<file path="config.mk">
export PLATFORM = sky130hd
export DESIGN_NAME = axil_decerr_slave_wr
export DESIGN_NICKNAME = d
export VERILOG_FILES = /design/src/rtl/axil_decerr_slave_wr.sv
export SDC_FILE = /design/constraint.sdc
export NUM_CORES = 1
export LEC_CHECK = 0
export ABC_AREA = 1
export CAP_MARGIN = 20
export CORE_MARGIN = 2
export CORE_UTILIZATION = 10
export CTS_CLUSTER_SIZE = 28
export DETAILED_ROUTE_END_ITERATION = 10
export PLACE_DENSITY = 0.95
export REMOVE_ABC_BUFFERS = 1
export SYNTH_ARGS = -nofsm -noshare
export SYNTH_HDL_FRONTEND = slang
export SYNTH_SLANG_ARGS = --single-unit
</file>
<file path="constraint.sdc">
create_clock -name aclk -period 0.8 [get_ports aclk]
set_input_delay 0.08 -clock aclk [delete_from_list [all_inputs] [get_ports aclk]]
set_output_delay 0.08 -clock aclk [all_outputs]
set_load 0.01 [all_outputs]
</file>
<file path="src/rtl/axil_decerr_slave_wr.sv">
// Terminating AXI4-Lite write slave: accepts every write and answers with ERR_RESP.
// Optional statistics (err_count, last_err_addr, err_pulse) are built when AXIL_DECERR_STATS_EN is defined.
module axil_decerr_slave_wr #(
  parameter int         AXI_DATA_WIDTH = 32,
  parameter int         AXI_ADDR_WIDTH = 32,
  parameter logic [1:0] ERR_RESP       = 2'b11,
  parameter int         CNT_WIDTH      = 16
) (
  input  logic                        aclk,
  input  logic                        areset,
  input  logic [AXI_ADDR_WIDTH-1:0]   s_axil_awaddr,
  input  logic                        s_axil_awvalid,
  output logic                        s_axil_awready,
  input  logic [AXI_DATA_WIDTH-1:0]   s_axil_wdata,
  input  logic [AXI_DATA_WIDTH/8-1:0] s_axil_wstrb,
  input  logic                        s_axil_wvalid,
  output logic                        s_axil_wready,
  output logic [1:0]                  s_axil_bresp,
  output logic                        s_axil_bvalid,
  input  logic                        s_axil_bready
`ifdef AXIL_DECERR_STATS_EN
  ,
  output logic [CNT_WIDTH-1:0]        err_count,
  output logic [AXI_ADDR_WIDTH-1:0]   last_err_addr,
  output logic                        err_pulse
`endif
);

  typedef enum logic [1:0] {
    IDLE    = 2'd0,
    WAIT_W  = 2'd1,
    WAIT_AW = 2'd2,
    RESP    = 2'd3
  } state_t;

  state_t     state_q;
  state_t     state_d;
  logic       ready_en_q;
  logic       bvalid_q;
  logic [1:0] bresp_q;

  logic aw_hs;
  logic w_hs;
  logic b_hs;

  // Readies come from registered state only; ready_en_q holds them low while
  // in reset and for the cycle in which reset is still being sampled.
  assign s_axil_awready = ready_en_q && ((state_q == IDLE) || (state_q == WAIT_AW));
  assign s_axil_wready  = ready_en_q && ((state_q == IDLE) || (state_q == WAIT_W));
  assign s_axil_bvalid  = bvalid_q;
  assign s_axil_bresp   = bresp_q;

  assign aw_hs = s_axil_awvalid && s_axil_awready;
  assign w_hs  = s_axil_wvalid  && s_axil_wready;
  assign b_hs  = bvalid_q       && s_axil_bready;

  // NOTE: every variable in a combinational block gets a default first so no latch is inferred.
  always_comb begin
    state_d = state_q;
    unique case (state_q)
      IDLE: begin
        if (aw_hs && w_hs) state_d = RESP;
        else if (aw_hs)    state_d = WAIT_W;
        else if (w_hs)     state_d = WAIT_AW;
      end
      WAIT_W:  if (w_hs)  state_d = RESP;
      WAIT_AW: if (aw_hs) state_d = RESP;
      RESP:    if (b_hs)  state_d = IDLE;
      default: state_d = IDLE;
    endcase
  end

  // NOTE: sequential state uses non-blocking assignments so all flops update together.
  always_ff @(posedge aclk) begin
    if (areset) begin
      state_q    <= IDLE;
      ready_en_q <= 1'b0;
      bvalid_q   <= 1'b0;
      bresp_q    <= 2'b00;
    end else begin
      state_q    <= state_d;
      ready_en_q <= 1'b1;
      bvalid_q   <= (state_d == RESP);
      bresp_q    <= (state_d == RESP) ? ERR_RESP : 2'b00;
    end
  end

`ifdef AXIL_DECERR_STATS_EN
  logic [CNT_WIDTH-1:0]      err_count_q;
  logic [AXI_ADDR_WIDTH-1:0] last_err_addr_q;
  logic                      err_pulse_q;

  assign err_count     = err_count_q;
  assign last_err_addr = last_err_addr_q;
  assign err_pulse     = err_pulse_q;

  // The counter saturates so a long-running error storm never reads back as a small number.
  always_ff @(posedge aclk) begin
    if (areset) begin
      err_count_q     <= '0;
      last_err_addr_q <= '0;
      err_pulse_q     <= 1'b0;
    end else begin
      err_pulse_q <= b_hs;
      if (b_hs && (err_count_q != {CNT_WIDTH{1'b1}})) begin
        err_count_q <= err_count_q + CNT_WIDTH'(1);
      end
      if (aw_hs) begin
        last_err_addr_q <= s_axil_awaddr;
      end
    end
  end

  logic unused_data;
  assign unused_data = ^{s_axil_wdata, s_axil_wstrb};
`else
  logic                 unused_data;
  logic [CNT_WIDTH-1:0] unused_cnt;
  assign unused_data = ^{s_axil_wdata, s_axil_wstrb, s_axil_awaddr};
  assign unused_cnt  = '0;
`endif

endmodule

</file>
==> metrics.md <==
| Metric | Value |
|---|---|
| Core Box Area | 1520 um^2 |
| Total gr overflow | 0 |
| Slew Viols, Final | 0 |
| Largest net degree at the start of global routing | 5 |
| Worst-path clk slew | 30 ps |
| Via density | 3.45 |
| Crit end category | output port |
| Yosys warns | 0 |
| Final hold viol count | 0 |
| Synth area leader | dfxtp_1 |
| Syn_area_per_cell | 7.75 um^2 |
| RSZ-0062 raised after global routing | yes |
| Number of synthesized register bits | 4 |
| Initial antenna violation count | 0 |
| Async set-or-reset flop fraction in the synthesized netlist | 0% |
| Number of global-route vias before repair | 155 |
| Worst hold path type | in2reg |
| Critical Path Slowest Stage Cell | dfxtp_2 |
| Failing checks | setup timing |
| # IOs | 78 |
| Detail Route Antenna Nets | 0 |
| N_diodes | 0 |
| Row count | 14 |
| CTS Buffer Depth | 2 |
| Vias after detailed routing | 169 |
| Crit path DAT | 790 ps |
| Max_slew headroom | 91.1% |
| 1st-iter DRT viols | 2 |
| Kind of critical path | reg2out |
| Die height | 44.3 um |
| EDFF count, synth | 0 |
| Fin worst setup slack | -74.2 ps |
| First-pass GRT wire length | 524 um |
| Starting Density | 10.7% |
| Crit path launch type | flop |
| Start point of the worst hold path | areset |
| Worst skew pair latency | 230 ps |
| Ys flop type | dfxtp_1 |
| GRT Util Overall | 4.79% |
| Mapped Cells | 21 |
| Critical path cell sequence | inv_2 -> nor2_1 -> buf_2 |
| Post-synthesis sequential area ratio | 49.2% |
| Post-Route WL | 377 um |
| Reg2reg path depth | 4 |
| Reg2Reg Setup Slack | -10 ps |
| Fin nets | 108 |
| Fmax | 1.14 GHz |
| Reg2Reg Launch Point | state_q[1]$_SDFF_PP0_ |
| Critical path depth | 3 |
| CTS tree | built |
| Inst Count DP | 46 |
| Skew final | 0.0363 ps |
| Setup Viol. Count Final | 3 |
| Die width | 44.3 um |
| Layout Cells excl Fill | 49 |
| Fraction of layout cells with a size suffix above 1 | 66.7% |
| MaxCap Viol Count | 0 |
| WP data required | 720 ps |
| Cell with the most instances after synthesis | nand2_1 |
| # fillers | 169 |
| DIE AREA | 1970 um^2 |
| CTS root buffer | clkbuf_4 |
| Fin crit share | 109% |
| Pwr per Cell Area | 1810 nW/um^2 |
| Drt pass-1 iters | 2 |
| Area after DPL | 273 um^2 |
| Mapped Area | 163 um^2 |
| WP buf/inv | 2 |
| Slew @ Worst Pin | 133 ps |
| Tmin final | 874 ps |
| Hold Path End | ready_en_q$_DFF_P_ |
| Synth unique cells | 9 |
| Status | finished with violations |
| Synth top area cells | dfxtp_1 49%, nand2_1 12%, buf_4 9.2% |
| Yosys top cell area share | 49.2% |
| Hold path cells | 2 |
| DRC | 0 |
| Leakage | 0.000139 uW |
| H-tree lvl count | 1 |
| Design area | 310 um^2 |
| Crit path largest cell delay | 320 ps |
| Maximum vdd drop | 0.000376 V |
| CTS Sinks | 4 |
| Top cell types by occurrence after synthesis | 5 x nand2_1, 4 x dfxtp_1, 3 x inv_1, 3 x nor2_1, 2 x buf_4 |
| Setup TNS | -145 ps |
| RR Endpoint | s_axil_bresp[0]$_SDFF_PP0_ |
| Num CTS Buffers | 3 |
| Crit-path leading delay family | flip-flops |
| Average wire per cell in the routed design | 7.69 um |
| Crit path max fanout | 2 |
| Post-DP HPWL | 292 um |
| Final GP Congestion | 0.712 |
| Area delta synth->final | 90.8% |
| PortBufs | 9 |
## state kept, by name (all words and copies together) (netlist names)
name,count
state_q,2
ready_en_q,1
s_axil_bresp,1
## stage by stage
stage	utilization, %	setup WS, ps	power [uW]	hold slack [ps]
final	20.4	-74.2	562	417
after global routing	20.4	-124	604	447
after CTS	18.2	-76.7	560	384
after detailed placement	17.9	-252	315	561
after global placement	17.9	-233	312	548
after floorplan	-	-94.3	253	155
## cell usage in the layout, fill, tap and decap left out
cell             count
a21oi_4              1
dfxtp_2              4
buf_6                1
clkdlybuf4s50_1      4
nand2_1              2
inv_1                2
nand2_2              3
buf_4                2
inv_2                1
nor2_4               1
nor2_1               3
clkbuf_4             3
nor3_2               2
buf_2                4
## worst reg2reg max path: stages, from the launching register on
cell and delay [ps]:
dfxtp_2 310, buf_4 120, nand2_1 100, nor2_4 50, nor3_2 150
## metal layers
layer,wire length (um),share of wire (%),global-route usage [%]
met5,0,0,0
met4,19,5.0,7.27
met3,75,20,5.71
met2,157,42,5.59
met1,125,33,2.96
## timing repair
| action | in CTS | in global routing |
|---|---|---|
| hold buffers | 0 | 0 |
| endpoints found under the setup margin | 8 | 6 |
| setup buffers | 0 | 0 |
| resized for setup | 25 | 8 |
| hold endpoints to repair | 0 | 0 |
| pin swaps | 1 | 1 |
## where the power goes
part / switching [uW] / internal [uW] / total (uW)
Sequential: 9.79 / 215 / 225
Combinational: 41.8 / 52.3 / 94.1
Clock: 75.7 / 167 / 243
Total: 127 / 435 / 562
## logic make-up after synthesis
group	synth area share [%]
and+or+nand+nor	31.5
buffers and inverters	16.2
DFF	49.2
AOI/OAI and AO/OA	3.07
## layout make-up
cell class	count	area, um^2	area share, %
clock buffers	3	22.5	7.26
inverters	3	11.3	3.63
multi-input cells	12	85.1	27.4
flip-flops and latches	4	85.1	27.4
well taps	16	20.0	6.45
repair buffers	11	86.3	27.8
## worst max-delay path by stage
stage,start,to
2_1_floorplan,s_axil_bresp[0]$_SDFF_PP0_,state_q[0]$_SDFF_PP0_
3_3_place_gp,ready_en_q$_DFF_P_,s_axil_wready
3_5_place_dp,ready_en_q$_DFF_P_,s_axil_awready
4_1_cts,ready_en_q$_DFF_P_,s_axil_wready
5_1_grt,ready_en_q$_DFF_P_,s_axil_awready
6_report,ready_en_q$_DFF_P_,s_axil_wready
Power figures use the tool's default switching activity.
